File: src/rtl/usb_crc5_if.sv
// -----------------------------------------------------------------------------
// usb_crc5_if
//   Bundles the control, data and result signals of the USB token CRC5
//   generator.
//   Signals:
//     crc_clr  1  re-seed the CRC for a new token (active-high)
//     crc_en   1  fold data_in into the CRC this cycle
//     data_in  8  byte to fold, bit 0 first
//     crc_out  5  current complemented CRC field
//   Modports:
//     master : drives crc_clr/crc_en/data_in, observes crc_out (token path)
//     slave  : the CRC generator itself
// -----------------------------------------------------------------------------
interface usb_crc5_if;
  logic       crc_clr;
  logic       crc_en;
  logic [7:0] data_in;
  logic [4:0] crc_out;

  modport master (
    output crc_clr,
    output crc_en,
    output data_in,
    input  crc_out
  );

  modport slave (
    input  crc_clr,
    input  crc_en,
    input  data_in,
    output crc_out
  );
endinterface : usb_crc5_if

File: src/rtl/usb_crc5_gen.sv
// -----------------------------------------------------------------------------
// usb_crc5_gen
//   Byte-serial USB token CRC5 generator: polynomial x^5+x^2+1, seed 5'b11111.
//   One byte per enabled clock is folded LSB first into a 5-bit register c;
//   the CRC field presented is the complement of that register.
//   Ports:
//     clk    in  1  rising-edge clock
//     n_rst  in  1  synchronous reset, ACTIVE-HIGH despite the legacy name
//     bus    slave modport of usb_crc5_if (crc_clr, crc_en, data_in, crc_out)
//   Configuration:
//     USB_CRC5_BITREV_EN  when defined, crc_out is bit-reversed so that
//                         crc_out[i] = ~c[4-i] (USB wire order, MSB first).
//                         The register and update math do not change.
// -----------------------------------------------------------------------------
module usb_crc5_gen (
  input logic          clk,
  input logic          n_rst,
  usb_crc5_if.slave    bus
);

  localparam logic [4:0] CRC5_SEED = 5'b11111;
  localparam logic [4:0] CRC5_POLY = 5'b00101;

  logic [4:0] c;

  // Eight serial LFSR steps unrolled into one combinational fold.
  function automatic logic [4:0] f8(input logic [4:0] c_in, input logic [7:0] d);
    logic [4:0] r;
    logic       fb;
    r = c_in;
    for (int i = 0; i < 8; i++) begin
      // NOTE: blocking assignments inside the function are intentional; each
      // bit step must see the result of the previous step within one cycle.
      fb = d[i] ^ r[4];
      r  = {r[3:0], 1'b0} ^ (fb ? CRC5_POLY : 5'b00000);
    end
    return r;
  endfunction

  // Priority: reset, then clear, then enable, otherwise hold.
  always_ff @(posedge clk) begin
    // NOTE: sequential state is updated with non-blocking assignments only.
    if (n_rst) begin
      c <= CRC5_SEED;
    end else if (bus.crc_clr) begin
      c <= CRC5_SEED;
    end else if (bus.crc_en) begin
      c <= f8(c, bus.data_in);
    end
  end

  // Output is a pure function of the register; no input reaches crc_out
  // combinationally.
`ifdef USB_CRC5_BITREV_EN
  always_comb begin
    for (int i = 0; i < 5; i++) begin
      bus.crc_out[i] = ~c[4-i];
    end
  end
`else
  assign bus.crc_out = ~c;
`endif

endmodule : usb_crc5_gen

File: src/flat_wrapper.sv
// flat-port wrapper written by rule: the top's interface ports become plain ports
module usb_crc5_gen_flat 
  (clk, n_rst, bus_crc_clr, bus_crc_en, bus_data_in, bus_crc_out);
  usb_crc5_if bus_i ();
  input logic clk;
  input logic n_rst;
  input wire logic [$bits(bus_i.crc_clr)-1:0] bus_crc_clr;
  input wire logic [$bits(bus_i.crc_en)-1:0] bus_crc_en;
  input wire logic [$bits(bus_i.data_in)-1:0] bus_data_in;
  output wire logic [$bits(bus_i.crc_out)-1:0] bus_crc_out;
  assign bus_i.crc_clr = bus_crc_clr;
  assign bus_i.crc_en = bus_crc_en;
  assign bus_i.data_in = bus_data_in;
  assign bus_crc_out = bus_i.crc_out;
  usb_crc5_gen u_core (.clk(clk), .n_rst(n_rst), .bus(bus_i));
endmodule
File: config.mk
export PLATFORM = sky130hd
export DESIGN_NAME = usb_crc5_gen_flat
export DESIGN_NICKNAME = d
export VERILOG_FILES = /design/src/rtl/usb_crc5_if.sv /design/src/rtl/usb_crc5_gen.sv /design/src/flat_wrapper.sv
export SDC_FILE = /design/constraint.sdc
export NUM_CORES = 1
export LEC_CHECK = 0
export ABC_CLOCK_PERIOD_IN_PS = 4800
export BUFFER_PORTS_ARGS = -buffer_cell sky130_fd_sc_hd__buf_2
export CORE_UTILIZATION = 30
export DETAILED_ROUTE_END_ITERATION = 7
export GPL_ROUTABILITY_DRIVEN = 0
export PLACE_DENSITY = 0.6
export SETUP_SLACK_MARGIN = 0.02
export SYNTH_ARGS = -nofsm -noshare
export SYNTH_HDL_FRONTEND = slang
export SYNTH_SLANG_ARGS = --single-unit
export TNS_END_PERCENT = 30
File: constraint.sdc
create_clock -name clk -period 4.8 [get_ports clk]
set_clock_uncertainty 0.2 [all_clocks]
set_input_delay 0.72 -clock clk [delete_from_list [all_inputs] [get_ports clk]]
set_output_delay 0.72 -clock clk [all_outputs]
set_load 0.02 [all_outputs]
== Word level (Yosys, flattened, before mapping) ==
Cells that the tools add are included.

* Mux-type cells: 8
* Bitwise operators: 17
* Reductions and logical operators: 1

{| class="wikitable"
|+ Operators by type and width
! kind !! number
|-
| 5-bit XOR || 8
|-
| 3-bit 2-to-1 mux || 8
|-
| 1-bit XOR || 8
|-
| 5-bit inverter || 1
|-
| 2-bit OR reduction || 1
|}

* Bits in registers: 5
* Input bits: 12
* Output and inout port bits: 5
* Word-level logic and storage cells: 27

== Longest topological paths before layout ==
Gate-level depths: netlist (run 1).

* Depth after elaboration: 24
* Depth in mapped cells: 4

== Worst setup path after synthesis (run 1) ==
OpenSTA, ideal clock, no wires.

* Path kind: in2reg
* Start point: input bus_data_in[1]
* End point: register u_core.c[3]
* Data arrival time: 1.618 ns
* Path slack: 2.868 ns
* Cell stages on the path: 4
* Buffers on the path: 0
* Cell sequence: xor2_2 -> xnor3_1 -> xnor2_1 -> a21o_1

* Word-level cells in the longest chain between the ends: 11
* Elaborated cells on any way between the ends: 13
* Those cells by class: mux: 3; bitwise: 10

{| class="wikitable"
|+ RTL lines
! element !! RTL line !! text
|-
| start, declared || flat_wrapper.sv:9 || <nowiki>input wire logic [$bits(bus_i.data_in)-1:0] bus_data_in;</nowiki>
|-
| 1-bit XOR * || usb_crc5_gen.sv:34 || <nowiki>fb = d[i] ^ r[4];</nowiki>
|-
| 3-bit 2-to-1 mux * || usb_crc5_gen.sv:35 || <nowiki>r = {r[3:0], 1'b0} ^ (fb ? CRC5_POLY : 5'b00000);</nowiki>
|-
| 5-bit XOR * (3 in series) || usb_crc5_gen.sv:35 ||
|-
| 1-bit XOR or 5-bit XOR (tied branches) || usb_crc5_gen.sv:34, usb_crc5_gen.sv:35 ||
|-
| 3-bit 2-to-1 mux or 5-bit XOR (tied branches) || usb_crc5_gen.sv:35 ||
|-
| 5-bit XOR * (4 in series) || usb_crc5_gen.sv:35 ||
|-
| end signal, assigned || usb_crc5_gen.sv:48 || <nowiki>c <= f8(c, bus.data_in);</nowiki>
|-
| end, declared || usb_crc5_gen.sv:24 || <nowiki>logic [4:0] c;</nowiki>
|}

Every way passes the cells marked *; elsewhere a longest branch is shown, timed or not.
A chain may end at the register's enable or synchronous reset.

== Worst setup path after layout (run 1) ==
Ends and elaborated chain as after synthesis.

==> impl_results.md, run 1 <==
- Clk buf depth: 2
- Layout Cells excl Fill: 69
- Footprint of the multi-input gates: around 270 µm²
- Synthesized cell area: 394 µm²
- Area delta synth->final: 30.5%
- Largest net degree at the start of global routing: 11
- Worst Path Buf+Inv: 1
- Netlist cell types: 15
- Largest register FFs: 5
- Core area: 1160 µm²
- Sum Neg Setup Slack: 0 ns
- Layout cells sized above 1: 0.400
- Flop and latch count out of synthesis: 5
- Hold WS: 0.327 ns
- Crit-path max cell delay: 0.46 ns
- Die span in y: 38.2 µm
- Synth top cells by count: 5 x dfxtp_1, 5 x inv_1, 5 x xnor2_1, 4 x xnor3_1
- Top reg by flops: u_core.c
- Post-DRT Antenna Nets: 0
- Power, Total: ~180 µW
- Via count: between 300 and 400
- Final net count: 68
- Cells after Synth: 36
- CP required: about 4.7 ns
- Fmax: about 540 MHz
- Biggest regs: u_core.c: 5 flops
- Status: complete, no violations
- Setup violation total in the final timing report: 0
- Row count: 12
- H-tree depth: 1
- Vias in the first global route: approximately 240
- Antenna violations before repair: 0
- Antenna diodes: 0
- RSZ-0062 raised after global routing: false
- DRC violation count after routing: 0
- CTS tree: yes
- Max-capacitance violation count: 0
- Final instance area: 514 µm²
- Worst-Margin Slew: approximately 0.34 ns
- Minimum clock period: 1.85 ns
- Starting Density: 0.341
- Pre-antenna DRT Iters: 2
- Critical Path Start: bus_data_in[1]
- Setup CP Type: input pin to flop
- Die width: roughly 38 µm
- Post-cts sizing count: 0
- Final period util: 0.385
- Arr. time, crit path: roughly 1.8 ns
- Routed wire per std cell: roughly 9.7 µm
- Largest area contributor in the netlist: dfxtp_1
- Worst r2r dst: u_core.c[3]
- Worst hold path class: flop to flop
- Worst-Skew Late Latency: around 0.25 ns
- Post-Syn Nets: 48
- Static leakage: 0.000291 µW
- CP delay by family, top: XOR/XNOR gates
- Post-CTS Setup Repair Bufs: 0
- Io pins: 17
- CTS Root Cell: clkbuf_4
- DRT iter0 DRCs: 2
- Sequential element share of the synthesized area: 0.254
- Ys async rst share: 0
- Dpl cells: 65
- Fillcell total: 113
- Crit. End Element: flop
- Levels on crit path: 5
- Synth area leaders: dfxtp_1 25%, xnor3_1 23%, xnor2_1 11%
- Grt total ovfl: 0
- CP max-delay cell: xnor3_1
- Reg2reg path depth: 4
- PD cells: 345 nW/µm²
- I/O Buffers: 16
- Critical Path, Cell by Cell: buf_2, xor2_2, xnor3_1, xnor2_1, a21o_1
- HPWL Detailed: 509 µm
- Vias per cell: 4.39
- Area after DPL: 488 µm²
- Max Transition Viols Final: 0
- Die ar.: 1460 µm²
- Post-synth EDFFs: 0
- Peak VDD IR: around 0.00016 V
- Reg clk slew, reported paths: 0.05 ns
- CP Launch Type: input pin
- Total Wirelength: 668 µm
- Hold_buf cts: 0
- CTS sink cnt: 5
- Total Routing Usage GR: 0.114
- CP Max Fanout: 3
- Worst rel slew slack: 0.773
- Count of final hold-check violations: 0
- Global-route wire length before repair: 1030 µm
- Synth Warn #: 0
- TritonCTS Buffers: 3
- Dominant register cell in the synthesized netlist: dfxtp_1
- Share of the synthesized area in the top cell type: 0.254
- End point of the critical path: u_core.c[3]
- Mean Syn Cell Area: 10.9 µm²
- Critical R2R Launch: u_core.c[3]
- R2R setup slack: 3.16 ns
- Sequential Area: 100 µm²
## layout by cell type, fill, tap and decap left out
cell type	n
buf_2	16
xor3_2	1
dfxtp_1	5
xor2_1	2
o211ai_1	3
xnor2_1	5
a31oi_1	1
inv_1	5
nor2_1	1
xnor3_1	4
nand2_1	3
o21ai_0	1
a21o_1	1
xor2_2	2
clkbuf_4	3
nor4_1	1
clkbuf_1	1
## report_power, final
part	switching, µW	leakage [µW]	total (µW)	internal (µW)
combinational	31.7	0.000235	77.4	45.7
clock	19.3	0.0000150	50.8	31.6
sequential	3.43	0.0000411	49.0	45.6
## kinds of logic after synthesis
kind of cell,synth area share
XOR/XNOR,0.530
AO/OA/AOI/OAI,0.105
buffers and inverters,0.0571
flip-flops,0.254
AND/OR/NAND/NOR,0.0540
## worst reg2reg max path: stages (launching register included)
cell and delay (ns):
dfxtp_1 0.36, xor2_2 0.21, xnor3_1 0.46, xnor2_1 0.14, a21o_1 0.17
## how the worst min path moves through the flow
| stage | from | cells past startpoint | slack, ns | end |
|---|---|---|---|---|
| 3_3_place_gp | u_core.c[0] | 2 | 0.32 | u_core.c[0] |
| 4_1_cts | u_core.c[1] | 2 | 0.33 | u_core.c[1] |
| 6_report | u_core.c[1] | 2 | 0.33 | u_core.c[1] |
| 2_1_floorplan | u_core.c[2] | 2 | 0.34 | u_core.c[2] |
| 5_1_grt | u_core.c[1] | 2 | 0.35 | u_core.c[1] |
| 3_5_place_dp | u_core.c[1] | 2 | 0.32 | u_core.c[1] |
## stage by stage
| step | utilization | setup slack (ns) |
|---|---|---|
| after floorplan | - | 2.87 |
| after global placement | 0.422 | 2.68 |
| after detailed placement | 0.422 | 2.68 |
| after CTS | 0.445 | 2.94 |
| after global routing | 0.445 | 2.88 |
| final | 0.445 | 2.95 |
## layout make-up
cell class | count | share of cell area
tap | 14 | 0.0341
timing repair buffer | 16 | 0.156
sequential | 5 | 0.195
clock buffer | 4 | 0.0511
multi-input combinational | 25 | 0.528
inverter | 5 | 0.0365
## routing by layer
| layer | share of wire | vias up | global-route usage |
|---|---|---|---|
| met5 | 0 | - | 0 |
| li1 | - | 157 | - |
| met4 | 0.030 | 0 | 0.107 |
| met3 | 0.070 | 2 | 0.0349 |
| met1 | 0.47 | 133 | 0.142 |
| met2 | 0.43 | 11 | 0.153 |
No activity file was read; power rests on OpenSTA's default activity.
==> inputs of run 2 (changes only) <==
Settings changed: ABC_AREA from default to 1, ABC_CLOCK_PERIOD_IN_PS 4800 to 1700, PLACE_DENSITY 0.6 to 0.57.
Clock period 4.8 ns to 1.7 ns, I/O delays scaled along.
==> impl_results.md, run 2 <==
- Status: finished with violations
- Failing checks: DRC
- Grt total ovfl: 0
- Starting Density: 0.332
- Static leakage: 0.000427 µW
- Power share of the combinational group: 0.351
- Vias per cell: between 4 and 5
- Post-DRT Antenna Nets: 0
- Sequential Area: 100 µm²
- Cells after Synth: 98
- Sw frac: 0.368
- Worst-Margin Slew: around 0.23 ns
- Peak VDD IR: ~0.00036 V
- RSZ-0062 raised after global routing: false
- Die span in y: 43.6 µm
- Post-Syn Nets: 110
- Max-capacitance violation count: 0
- CP Launch Type: flop
- Arr. time, crit path: 0.87 ns
- Max Transition Viols Final: 0
- Global-route wire length before repair: 1950 µm
- DRC violation count after routing: 2
- Worst rel slew slack: 0.843
- Final net count: 131
- Die width: 43.6 µm
- Clock power frac: 0.343
- Sum Neg Setup Slack: 0 ns
- R2R setup slack: approximately 0.4 ns
- TritonCTS Buffers: 3
- PD cells: 662 nW/µm²
- Layout Cells excl Fill: 134
- DRT iter0 DRCs: 13
- Internal: 270 µW
- Row count: 14
- I/O Buffers: 16
- Final period util: 0.777
- Commonest cells after routing, fill and taps aside: 41 x nand2_1, 16 x buf_2, 15 x inv_1, 14 x nand3_1, 9 x nand2_2
- Footprint of the multi-input gates: approximately 350 µm²
- Power, Total: 427 µW
- CP required: 1.24 ns
- Vias in the first global route: 527
- CTS tree: yes
- Antenna violations before repair: 0
- Layout cells sized above 1: 0.271
- Core area: 1560 µm²
- CP Max Fanout: 4
- Total Wirelength: 1110 µm
- Sequential element share of the synthesized area: 0.193
- Synth top cells by count: 41 x nand2_1, 15 x inv_1, 14 x nand3_1, 9 x nand2_2, 5 x dfxtp_1
- CTS sink cnt: 5
- Synth area leaders: nand2_1 30%, dfxtp_1 19%, nand3_1 14%
- Crit. End Element: output pin
- Most common cell in the netlist: nand2_1
- Synth Warn #: 0
- Count of final hold-check violations: 0
- Hold_buf cts: 0
- Critical Path, Cell by Cell: inv_1, buf_2
- Clk buf depth: 2
- CP max-delay cell: dfxtp_1
- Pre-antenna DRT Iters: 6
- Setup violation total in the final timing report: 0
- Post-cts sizing count: 0
- HPWL Detailed: 926 µm
- Total Routing Usage GR: 0.138
- Largest register FFs: 5
- Post-synth EDFFs: 0
- Crit-path max cell delay: ~0.37 ns
- H-tree depth: 1
- Antenna diodes: 0
- Biggest regs: u_core.c: 5 flops
- Reg clk slew, reported paths: ~0.05 ns
- Routed wire per std cell: 8.30 µm
- Die ar.: 1900 µm²
- Worst-Skew Late Latency: 0.25 ns
- CTS Root Cell: clkbuf_4
- Fillcell total: approximately 170
- Io pins: 17
- Share of the synthesized area in the top cell type: 0.297
- Mean Syn Cell Area: roughly 5.3 µm²
- Synthesized cell area: 518 µm²
- Setup CP Type: flop to output pin
- Commonest non-fill, non-tap cell in the layout: nand2_1
- Area delta synth->final: 24.4%
- CP delay by family, top: flip-flops
- Fmax: 757 MHz
- Ys async rst share: 0
- Largest net degree at the start of global routing: 7
- Dpl cells: 130
- Post-CTS Setup Repair Bufs: 0
- Netlist cell types: 13
- Sw Pwr: 157 µW
- Reg power frac: 0.305
- Flop and latch count out of synthesis: 5
- Top reg by flops: u_core.c
- Largest area contributor in the netlist: nand2_1
- Dominant register cell in the synthesized netlist: dfxtp_1
- Worst hold path class: input pin to flop
- Worst Path Buf+Inv: 2
- Via count: ~630
- Minimum clock period: 1.32 ns
## run 2: changes by cell type after synthesis, moves of 2 or more
cell	delta
a21oi_1	+4
inv_1	+10
inv_2	+3
nand2_1	+38
nand2_2	+9
nand3_1	+14
o211ai_1	-2
xnor2_1	-3
xnor3_1	-4
xor2_1	-2
xor2_2	-2
## run 2: worst min-delay path: stages
cell and delay, ns:
buf_2 0.07, nor2_1 0.04, o211ai_1 0.08
## run 2: power by group through the flow
stage	Clock [µW]	Combinational, µW	Sequential [µW]
2_1_floorplan	0	111	131
3_3_place_gp	0	150	132
3_5_place_dp	0	151	133
4_1_cts	146	152	130
5_1_grt	156	175	131
6_report	147	150	130
## run 2: final cells by class
cell class / count / share of cell area
Sequential cell: 5 / 0.155
Clock buffer: 4 / 0.0408
Multi-Input combinational cell: 75 / 0.544
Inverter: 18 / 0.105
Tap cell: 16 / 0.0311
Timing Repair Buffer: 16 / 0.124
## run 2: cell families after synthesis
kind of cell              count (synthesis)  share of synthesized area
AOI/OAI and AO/OA                         7                     0.0725
xor gates and xnor gates                  2                     0.0338
buffers and inverters                    18                      0.130
DFF                                       5                      0.193
and+or+nand+nor                          66                      0.570
## run 2: worst paths after layout
| check | start | endpoint | depth (start not counted) |
|---|---|---|---|
| min | bus_crc_clr | u_core.c[4] | 3 |
| max | u_core.c[1] | bus_crc_out[1] | 2 |
| max reg2reg | u_core.c[2] | u_core.c[2] | 9 |
| min reg2reg | u_core.c[3] | u_core.c[3] | 2 |
## run 2: per-stage QoR
stage          setup WS [ns]  hold slack [ns]  utilization  instance area (µm²)
2_1_floorplan          0.382            0.189            -                  518
3_5_place_dp           0.350            0.292        0.396                  618
6_report               0.379           0.0415        0.413                  644
5_1_grt                0.177           0.0667        0.413                  644
4_1_cts                0.357           0.0382        0.413                  644
3_3_place_gp           0.365            0.301        0.396                  618
## run 2: layer usage
metal  vias up  routed length [µm]  GRT usage
li1        339                   -          -
met1       273                 543      0.176
met2        12                 491      0.215
met3         2                  63     0.0417
met4         0                  14     0.0563
met5         -                   0          0
==> inputs of run 3 (changes only) <==
Settings changed: ABC_AREA 1 to 0, ABC_CLOCK_PERIOD_IN_PS 1700 to 1300, PLACE_DENSITY 0.57 to 0.6.
Clock period 1.7 ns to 1.3 ns, I/O delays scaled along.
==> impl_results.md, run 3 (synthesis gave the netlist of run 1 again) <==
- Total Wirelength: 751 µm
- CP delay by family, top: XOR/XNOR gates
- Status: finished with violations
- CP Max Fanout: 2
- PD cells: 1180 nW/µm²
- CTS tree: yes
- Setup CP Type: flop to flop
- Setup violation total in the final timing report: 5
- Worst-Skew Late Latency: 0.24 ns
- Worst rel slew slack: 0.843
- Static leakage: 0.000349 µW
- Routed wire per std cell: 9.75 µm
- Crit-path max cell delay: about 0.45 ns
- Top reg by flops: u_core.c
- Die span in y: 38.2 µm
- Minimum clock period: 1.52 ns
- DRT iter0 DRCs: 5
- Met1 GRT Util: 0.157
- Layout Cells excl Fill: 77
- Total Routing Usage GR: 0.122
- Core area: 1160 µm²
- CP Launch Type: flop
- Global-route wire length before repair: 1180 µm
- Count of final hold-check violations: 0
- Row count: 12
- Pre-antenna DRT Iters: 4
- Worst-Margin Slew: roughly 0.24 ns
- Area delta synth->final: 55.2%
- TritonCTS Buffers: 3
- Fmax: 656 MHz
- GRT met3 Usage: 0.0174
- Final net count: 76
- Worst Path Buf+Inv: 0
- Vias per cell: 4.29
- Critical Path, Cell by Cell: xor2_2, xnor3_1, xnor2_1, a31oi_1
- Dpl cells: 72
- CP required: between 1 and 1.5 ns
- Grt total ovfl: 0
- Commonest non-fill, non-tap cell in the layout: buf_2
- Io pins: 17
- Final Util: 0.529
- Failing checks: setup timing
- Max-capacitance violation count: 0
- CTS sink cnt: 5
- Clk buf depth: 2
- DRC violation count after routing: 0
- Starting Density: 0.341
- Max Transition Viols Final: 0
- Biggest regs: u_core.c: 5 flops
- CP max-delay cell: xnor3_1
- Setup ws final: -0.225 ns
- Vias in the first global route: 293
- Reg clk slew, reported paths: about 0.050 ns
- Crit. End Element: flop
- I/O Buffers: 16
- Arr. time, crit path: 1.49 ns
- CTS Root Cell: clkbuf_4
- Die ar.: 1460 µm²
- Layout cells sized above 1: 0.603
- RSZ-0062 raised after global routing: true
- Post-DRT Antenna Nets: 0
- Largest net degree at the start of global routing: 11
- Die width: 38.2 µm
- Sum Neg Setup Slack: -0.747 ns
- Commonest cells after routing, fill and taps aside: 15 x buf_2, 7 x buf_4, 4 x inv_1, 4 x xnor3_1, 4 x dfxtp_2
- Peak VDD IR: 0.000669 V
- Hold_buf cts: 0
- Final period util: 1.17
- Antenna diodes: 0
- Worst hold path class: input pin to flop
- Largest register FFs: 5
- Power, Total: about 720 µW
- Fillcell total: between 100 and 150
- Global routing usage on met2: 0.186
- Top Usage Layer GRT: met2
- Via count: 330
- H-tree depth: 1
- Antenna violations before repair: 0
[run 3: cell types whose count changed in the layout (fill, tap and decap cells not counted), sizes merged, moves of 2 or more]
cell	previous run	this run
xnor3	0	4
inv	18	5
buf	16	24
nand2	51	3
xor2	0	4
o211ai	1	3
xnor2	2	5
nand3	14	0
a21oi	4	0
[run 3: what timing repair did]
action / 4_1_cts / 5_1_grt
endpoints found under the setup margin: 6 / 5
setup buffers: 1 / 0
resized for setup: 6 / 3
pin swaps: 5 / 3
[run 3: final cells by class]
cell class | instances | area (µm²) | area share
multi-input combinational | 25 | 294 | 0.481
timing repair buffer | 24 | 150 | 0.245
sequential | 5 | 105 | 0.172
clock buffer | 4 | 26.3 | 0.0429
inverter | 5 | 18.8 | 0.0307
tap | 14 | 17.5 | 0.0286
[run 3: layer usage]
layer | vias up | wire, µm
li1 | 171 | -
met1 | 146 | 358
met2 | 11 | 334
met3 | 2 | 50
met4 | 0 | 7
met5 | - | 0
[run 3: metrics by stage]
stage | hold slack, ns | worst slack (ns) | instance area (µm²)
after floorplan | 0.161 | -0.225 | 397
after global placement | 0.274 | -0.340 | 543
after detailed placement | 0.289 | -0.363 | 543
after CTS | 0.0371 | -0.241 | 599
after global routing | 0.0569 | -0.294 | 612
final | 0.0402 | -0.225 | 612
[run 3: tightest hold or removal path: stages]
cell and delay [ns]:
buf_2 0.09, nor4_1 0.04, a31oi_1 0.12
[run 3: final timing paths]
| kind | cells past startpoint | to | slack (ns) | startpoint |
|---|---|---|---|---|
| max reg2reg | 4 | u_core.c[2] | -0.22 | u_core.c[3] |
| min | 3 | u_core.c[2] | 0.04 | bus_crc_clr |
| min reg2reg | 2 | u_core.c[4] | 0.32 | u_core.c[4] |
| max | 4 | u_core.c[2] | -0.22 | u_core.c[3] |
[run 3: report_power, final]
part           switching, µW  leakage [µW]  total (µW)  internal [µW]
combinational            144      0.000295         360            216
sequential              14.2     0.0000395         185            171
clock                   63.0     0.0000150         179            116
total                    221      0.000349         724            503
